<file path="src/rtl/pipe_stage_skid.sv">
// Pipeline stage with a main register and a one-entry skid register.
// in_ready is registered so upstream never sees a combinational path from
// out_ready; the skid slot absorbs the one entry that may arrive in the
// cycle where the downstream stalls.
//
// Handshake: a transfer happens on a rising edge where valid and ready are
// both 1. A producer holding valid=1 keeps its payload stable until ready is
// seen; out_ctrl/out_data stay stable while out_valid=1 and out_ready=0.
module pipe_stage_skid #(
  parameter int CTRL_W = 10,
  parameter int DATA_W = 133,
  parameter int CNT_W  = 16
) (
  input  logic              clock,
  input  logic              resetn,
  input  logic              flush,
  input  logic              in_valid,
  output logic              in_ready,
  input  logic [CTRL_W-1:0] in_ctrl,
  input  logic [DATA_W-1:0] in_data,
  output logic              out_valid,
  input  logic              out_ready,
  output logic [CTRL_W-1:0] out_ctrl,
  output logic [DATA_W-1:0] out_data,
  output logic [1:0]        occupancy,
  output logic [CNT_W-1:0]  stall_cnt
);

  // The state encoding equals the number of held entries, so occupancy is
  // also the externally visible view of the FSM state.
  typedef enum logic [1:0] {
    EMPTY = 2'd0,
    ONE   = 2'd1,
    TWO   = 2'd2
  } state_t;

  state_t             state;
  logic               m_valid;
  logic [CTRL_W-1:0]  m_ctrl;
  logic [DATA_W-1:0]  m_data;
  logic               s_valid;
  logic [CTRL_W-1:0]  s_ctrl;
  logic [DATA_W-1:0]  s_data;
  logic               in_ready_q;

  logic accept;
  logic pop;

  assign accept    = in_valid & in_ready_q;
  assign pop       = m_valid & out_ready;

  assign in_ready  = in_ready_q;
  assign out_valid = m_valid;
  assign out_data  = m_data;
  assign out_ctrl  = m_valid ? m_ctrl : '0;
  assign occupancy = state;

  // FSM and entry registers; reset beats flush, flush beats handshakes.
  always_ff @(posedge clock) begin
    if (!resetn) begin
      state      <= EMPTY;
      m_valid    <= 1'b0;
      m_ctrl     <= '0;
      m_data     <= '0;
      s_valid    <= 1'b0;
      s_ctrl     <= '0;
      s_data     <= '0;
      in_ready_q <= 1'b1;
    end else if (flush) begin
      // Data fields are left as they are; only valid and ctrl are cleared.
      state      <= EMPTY;
      m_valid    <= 1'b0;
      m_ctrl     <= '0;
      s_valid    <= 1'b0;
      s_ctrl     <= '0;
      in_ready_q <= 1'b1;
    end else begin
      case (state)
        EMPTY: begin
          if (accept) begin
            m_valid <= 1'b1;
            m_ctrl  <= in_ctrl;
            m_data  <= in_data;
            state   <= ONE;
          end
        end
        ONE: begin
          if (accept && pop) begin
            m_ctrl <= in_ctrl;
            m_data <= in_data;
          end else if (accept) begin
            // Downstream stalled: park the new entry in the skid slot.
            s_valid    <= 1'b1;
            s_ctrl     <= in_ctrl;
            s_data     <= in_data;
            in_ready_q <= 1'b0;
            state      <= TWO;
          end else if (pop) begin
            m_valid <= 1'b0;
            m_ctrl  <= '0;
            state   <= EMPTY;
          end
        end
        TWO: begin
          if (pop) begin
            m_valid    <= s_valid;
            m_ctrl     <= s_ctrl;
            m_data     <= s_data;
            s_valid    <= 1'b0;
            s_ctrl     <= '0;
            in_ready_q <= 1'b1;
            state      <= ONE;
          end
        end
        default: begin
          state      <= EMPTY;
          m_valid    <= 1'b0;
          m_ctrl     <= '0;
          s_valid    <= 1'b0;
          s_ctrl     <= '0;
          in_ready_q <= 1'b1;
        end
      endcase
    end
  end

  // Saturating count of edges where an entry is presented but not taken.
  always_ff @(posedge clock) begin
    if (!resetn) begin
      stall_cnt <= '0;
    end else if (m_valid && !out_ready && (stall_cnt != '1)) begin
      stall_cnt <= stall_cnt + CNT_W'(1);
    end
  end

endmodule

</file>
<file path="config.mk">
export PLATFORM = sky130hd
export DESIGN_NAME = pipe_stage_skid
export DESIGN_NICKNAME = d
export VERILOG_FILES = /design/src/rtl/pipe_stage_skid.sv
export SDC_FILE = /design/constraint.sdc
export NUM_CORES = 1
export LEC_CHECK = 0
export CORE_ASPECT_RATIO = 0.6
export CORE_MARGIN = 5
export CORE_UTILIZATION = 37
export CTS_BUF_LIST = sky130_fd_sc_hd__clkbuf_8
export CTS_CLUSTER_DIAMETER = 30
export DETAILED_ROUTE_END_ITERATION = 16
export HOLD_SLACK_MARGIN = 0.06
export MAX_ROUTING_LAYER = met4
export PLACE_DENSITY = 0.59
export SETUP_SLACK_MARGIN = 0.05
export SLEW_MARGIN = 20
export SYNTH_ARGS = -nofsm -noshare
export SYNTH_HDL_FRONTEND = slang
export SYNTH_SLANG_ARGS = --single-unit
</file>
<file path="constraint.sdc">
create_clock -name clock -period 2.6 [get_ports clock]
set_input_delay 0.39 -clock clock [delete_from_list [all_inputs] [get_ports clock]]
set_output_delay 0.39 -clock clock [all_outputs]
set_load 0.03 [all_outputs]
</file>
==> impl_metrics.ini, run 1 <==
[synth]
ys_async_sr_fraction_pct = 0
synthCells = 1431
synth_top_cell_by_area = dfxtp_1
synthesis.area_um2 = 12800
synth_commonest_cells = 307 x dfxtp_1, 290 x nand2_1, 162 x a21oi_1, 134 x nor4_1
synth_cell_types = 42
synth-edff-count = 0
synth.top_cell.area_share_pct = 47.9
ys.flop_type = dfxtp_1
yosys-top-cells-area = dfxtp_1 48%, mux2i_1 10%, a31o_1 9.1%, nand2_1 8.5%, nor4_1 6.5%
yosysSeqAreaShare_pct = 47.9
avgSynthCellArea_um2 = 8.98
synthMostInstantiatedCell = dfxtp_1
ys_seq_elements = 307
ys_warn_count = 0
syn_nets = 1580

[clocking]
postCtsSetupBuffers = 0
path_clk_slew_ns = 0.06
clock_latency_ns = 0.57
clockBufferDepth = 3
cts_max_level = 2
cts_tree = built
cts-root-buf = clkbuf_8
cts_buffers = 51
cts.sinks = 307

[final_layout]
syn_to_final_growth_pct = 36.2
final_nets = 1835
final_cells = 2185
layout-drive-gt1-share_pct = 6.91
utilization_pct = 51.5
nFillCells = 3209

[setup_path]
crit_fanout = 11
critical_path_class = flip-flop to output port
cp-end-kind = output port
arrival_ns = 1.89
critPathRequiredTime_ns = 2.21
worstSetupStartpointType = flip-flop

[timing]
final-max-slew-violation-count = 0
period_share_pct = 87.7
hold_viol = 0
min_period_ns = 2.28
worst_slack_ns = 0.321
max_freq_mhz = 439
relSlewSlack_pct = 42.0
worst_pin_slew_ns = 0.861
clock_skew_ns = 0.0178
final.setup.tns_ns = 0
rsz0062_at_grt = false
setup_viol = 0

[power]
cellLeakagePower_nw = 6.88
fin_total_pwr_mw = 11.0
vdd.ir_drop.worst_uv = 456
p_per_area_nw_per_um2 = 628

[routing]
num_vias = 11700
drt-initial-drc-count = 669
drtPass1Iterations = 5
wire_per_inst_um = 19.1
drc_errors = 0
antenna_left = 0
routed_via_density = 5.35
drt-total-wl_um = 41800

[outcome]
status = complete, no violations

[placed_design]
hpwl_um = 25900
pre_cts_ws_ns = 0.230
dp.cells = 2092
gp_congestion = 0.845
port_buffers = 310

[die]
die_h_um = 154
die_area_um2 = 38700
die_w_um = 251
fp.coreArea_um2 = 34000
ios = 311
rows = 52
start_util_pct = 37.8

[global_route]
grt_usage_pct = 21.1
grt_first_pass_wirelength_um = 65600
grt.overflow.total = 0
grt_pass1_vias = 11400
antenna_found_initial = 3
grt_max_degree = 115

[worst_hold_path]
min_path_type = input port to flip-flop

[run]
drv_cap = 0
## flip-flops by register name (all words and copies together), names as in the netlist
name / cells
stall_cnt: 16
in_ready: 1
s_data: 133
occupancy: 2
out_data: 133
s_ctrl: 10
out_valid: 1
m_ctrl: 10
s_valid: 1
## critical path, cell delays in order (launching register included)
cell and delay, ns:
dfxtp_1 0.49, and2_1 0.17, clkdlybuf4s50_1 0.67
## through the flow
step	area (um^2)	hold slack (ns)
6_report	17500	0.374
5_1_grt	17500	0.324
4_1_cts	17500	0.315
3_5_place_dp	16400	0.442
3_3_place_gp	16400	0.441
2_1_floorplan	12800	0.424
## placed cells by master (no fill, tap or decap), types with 2 or more instances in the layout
master | Yosys | final
dfxtp_1 | 307 | 306
clkdlybuf4s50_1 | 0 | 305
nand2_1 | 290 | 290
a21oi_1 | 162 | 162
nor4_1 | 134 | 134
mux2i_1 | 133 | 133
a31o_1 | 133 | 133
clkbuf_8 | 0 | 60
inv_1 | 3 | 23
buf_4 | 0 | 23
buf_12 | 0 | 15
and2_1 | 12 | 12
o21ai_0 | 12 | 12
a22oi_1 | 10 | 10
o2bb2ai_1 | 10 | 10
nand4_1 | 8 | 8
nor2_1 | 8 | 8
o21ai_1 | 7 | 7
nand3_1 | 7 | 6
nor3_1 | 6 | 6
bufinv_16 | 0 | 6
or4_1 | 5 | 5
o21a_1 | 5 | 5
or3_1 | 5 | 5
o31ai_1 | 4 | 4
diode_2 | 0 | 3
and3_1 | 4 | 3
clkinv_2 | 0 | 3
dlygate4sd2_1 | 0 | 3
a31oi_1 | 2 | 2
nor2b_1 | 2 | 2
xor2_1 | 2 | 2
## path summary, 6_finish.rpt
kind              slack (ns)  depth (start not counted)    startpoint           end
hold / removal          0.37                          2        resetn  out_data[75]
setup / recovery        0.32                          2     out_valid   out_ctrl[9]
hold reg to reg         0.45                          2    s_data[24]    s_data[24]
setup reg to reg        0.40                          6  stall_cnt[0]  stall_cnt[0]
## power breakdown
group          switching [mW]  internal [mW]  total [mW]
combinational           0.799          0.612        1.41
sequential             0.0871           4.85        4.94
clock                    1.96           2.68        4.64
## metal layers
metal  up-vias  GRT usage (%)  wire length, um
met5         -              -                0
met4         0           5.04              854
met3        68           4.65             2210
met2       257           31.6            19000
met1      5638           29.3            19700
li1       5733              -                -
## cell type report
class                      instances  area (um^2)  area share, %
sequential                       307         6150           35.1
timing repair buffer             346         3550           20.3
tap                              459          574           3.28
multi-input combinational        975         6080           34.8
clock buffer                      60          826           4.72
inverter                           5         26.3          0.150
antenna                            3         7.51         0.0429
clock inverter                    30          278           1.59
## timing repair
item / 4_1_cts / 5_1_grt
hold buffers: 0 / 0
endpoints found under the setup margin: 3 / 1
resized for setup: 3 / 1
## cell families (layout without fill, tap and decap cells)
group | after synthesis | in the layout | synth area share [%]
muxes | 133 | 133 | 10.4
xor gates and xnor gates | 2 | 2 | 0.136
buffers and inverters | 149 | 441 | 5.10
adders and majority gates | 1 | 1 | 0.0974
other | 0 | 3 | 0
DFF | 307 | 307 | 47.9
and+or+nand+nor | 487 | 487 | 17.9
AOI/OAI and AO/OA | 352 | 352 | 18.6
(Power assumes the default switching activity.)
==> inputs of run 2 (changes only) <==
--- a/config.mk
+++ b/config.mk
@@ -19,3 +19,4 @@
 export SYNTH_ARGS = -nofsm -noshare
 export SYNTH_HDL_FRONTEND = slang
 export SYNTH_SLANG_ARGS = --single-unit
+export TNS_END_PERCENT = 30
==> results of run 2 <==
No change in the layout: final DEF, timing and power equal those of run 1.
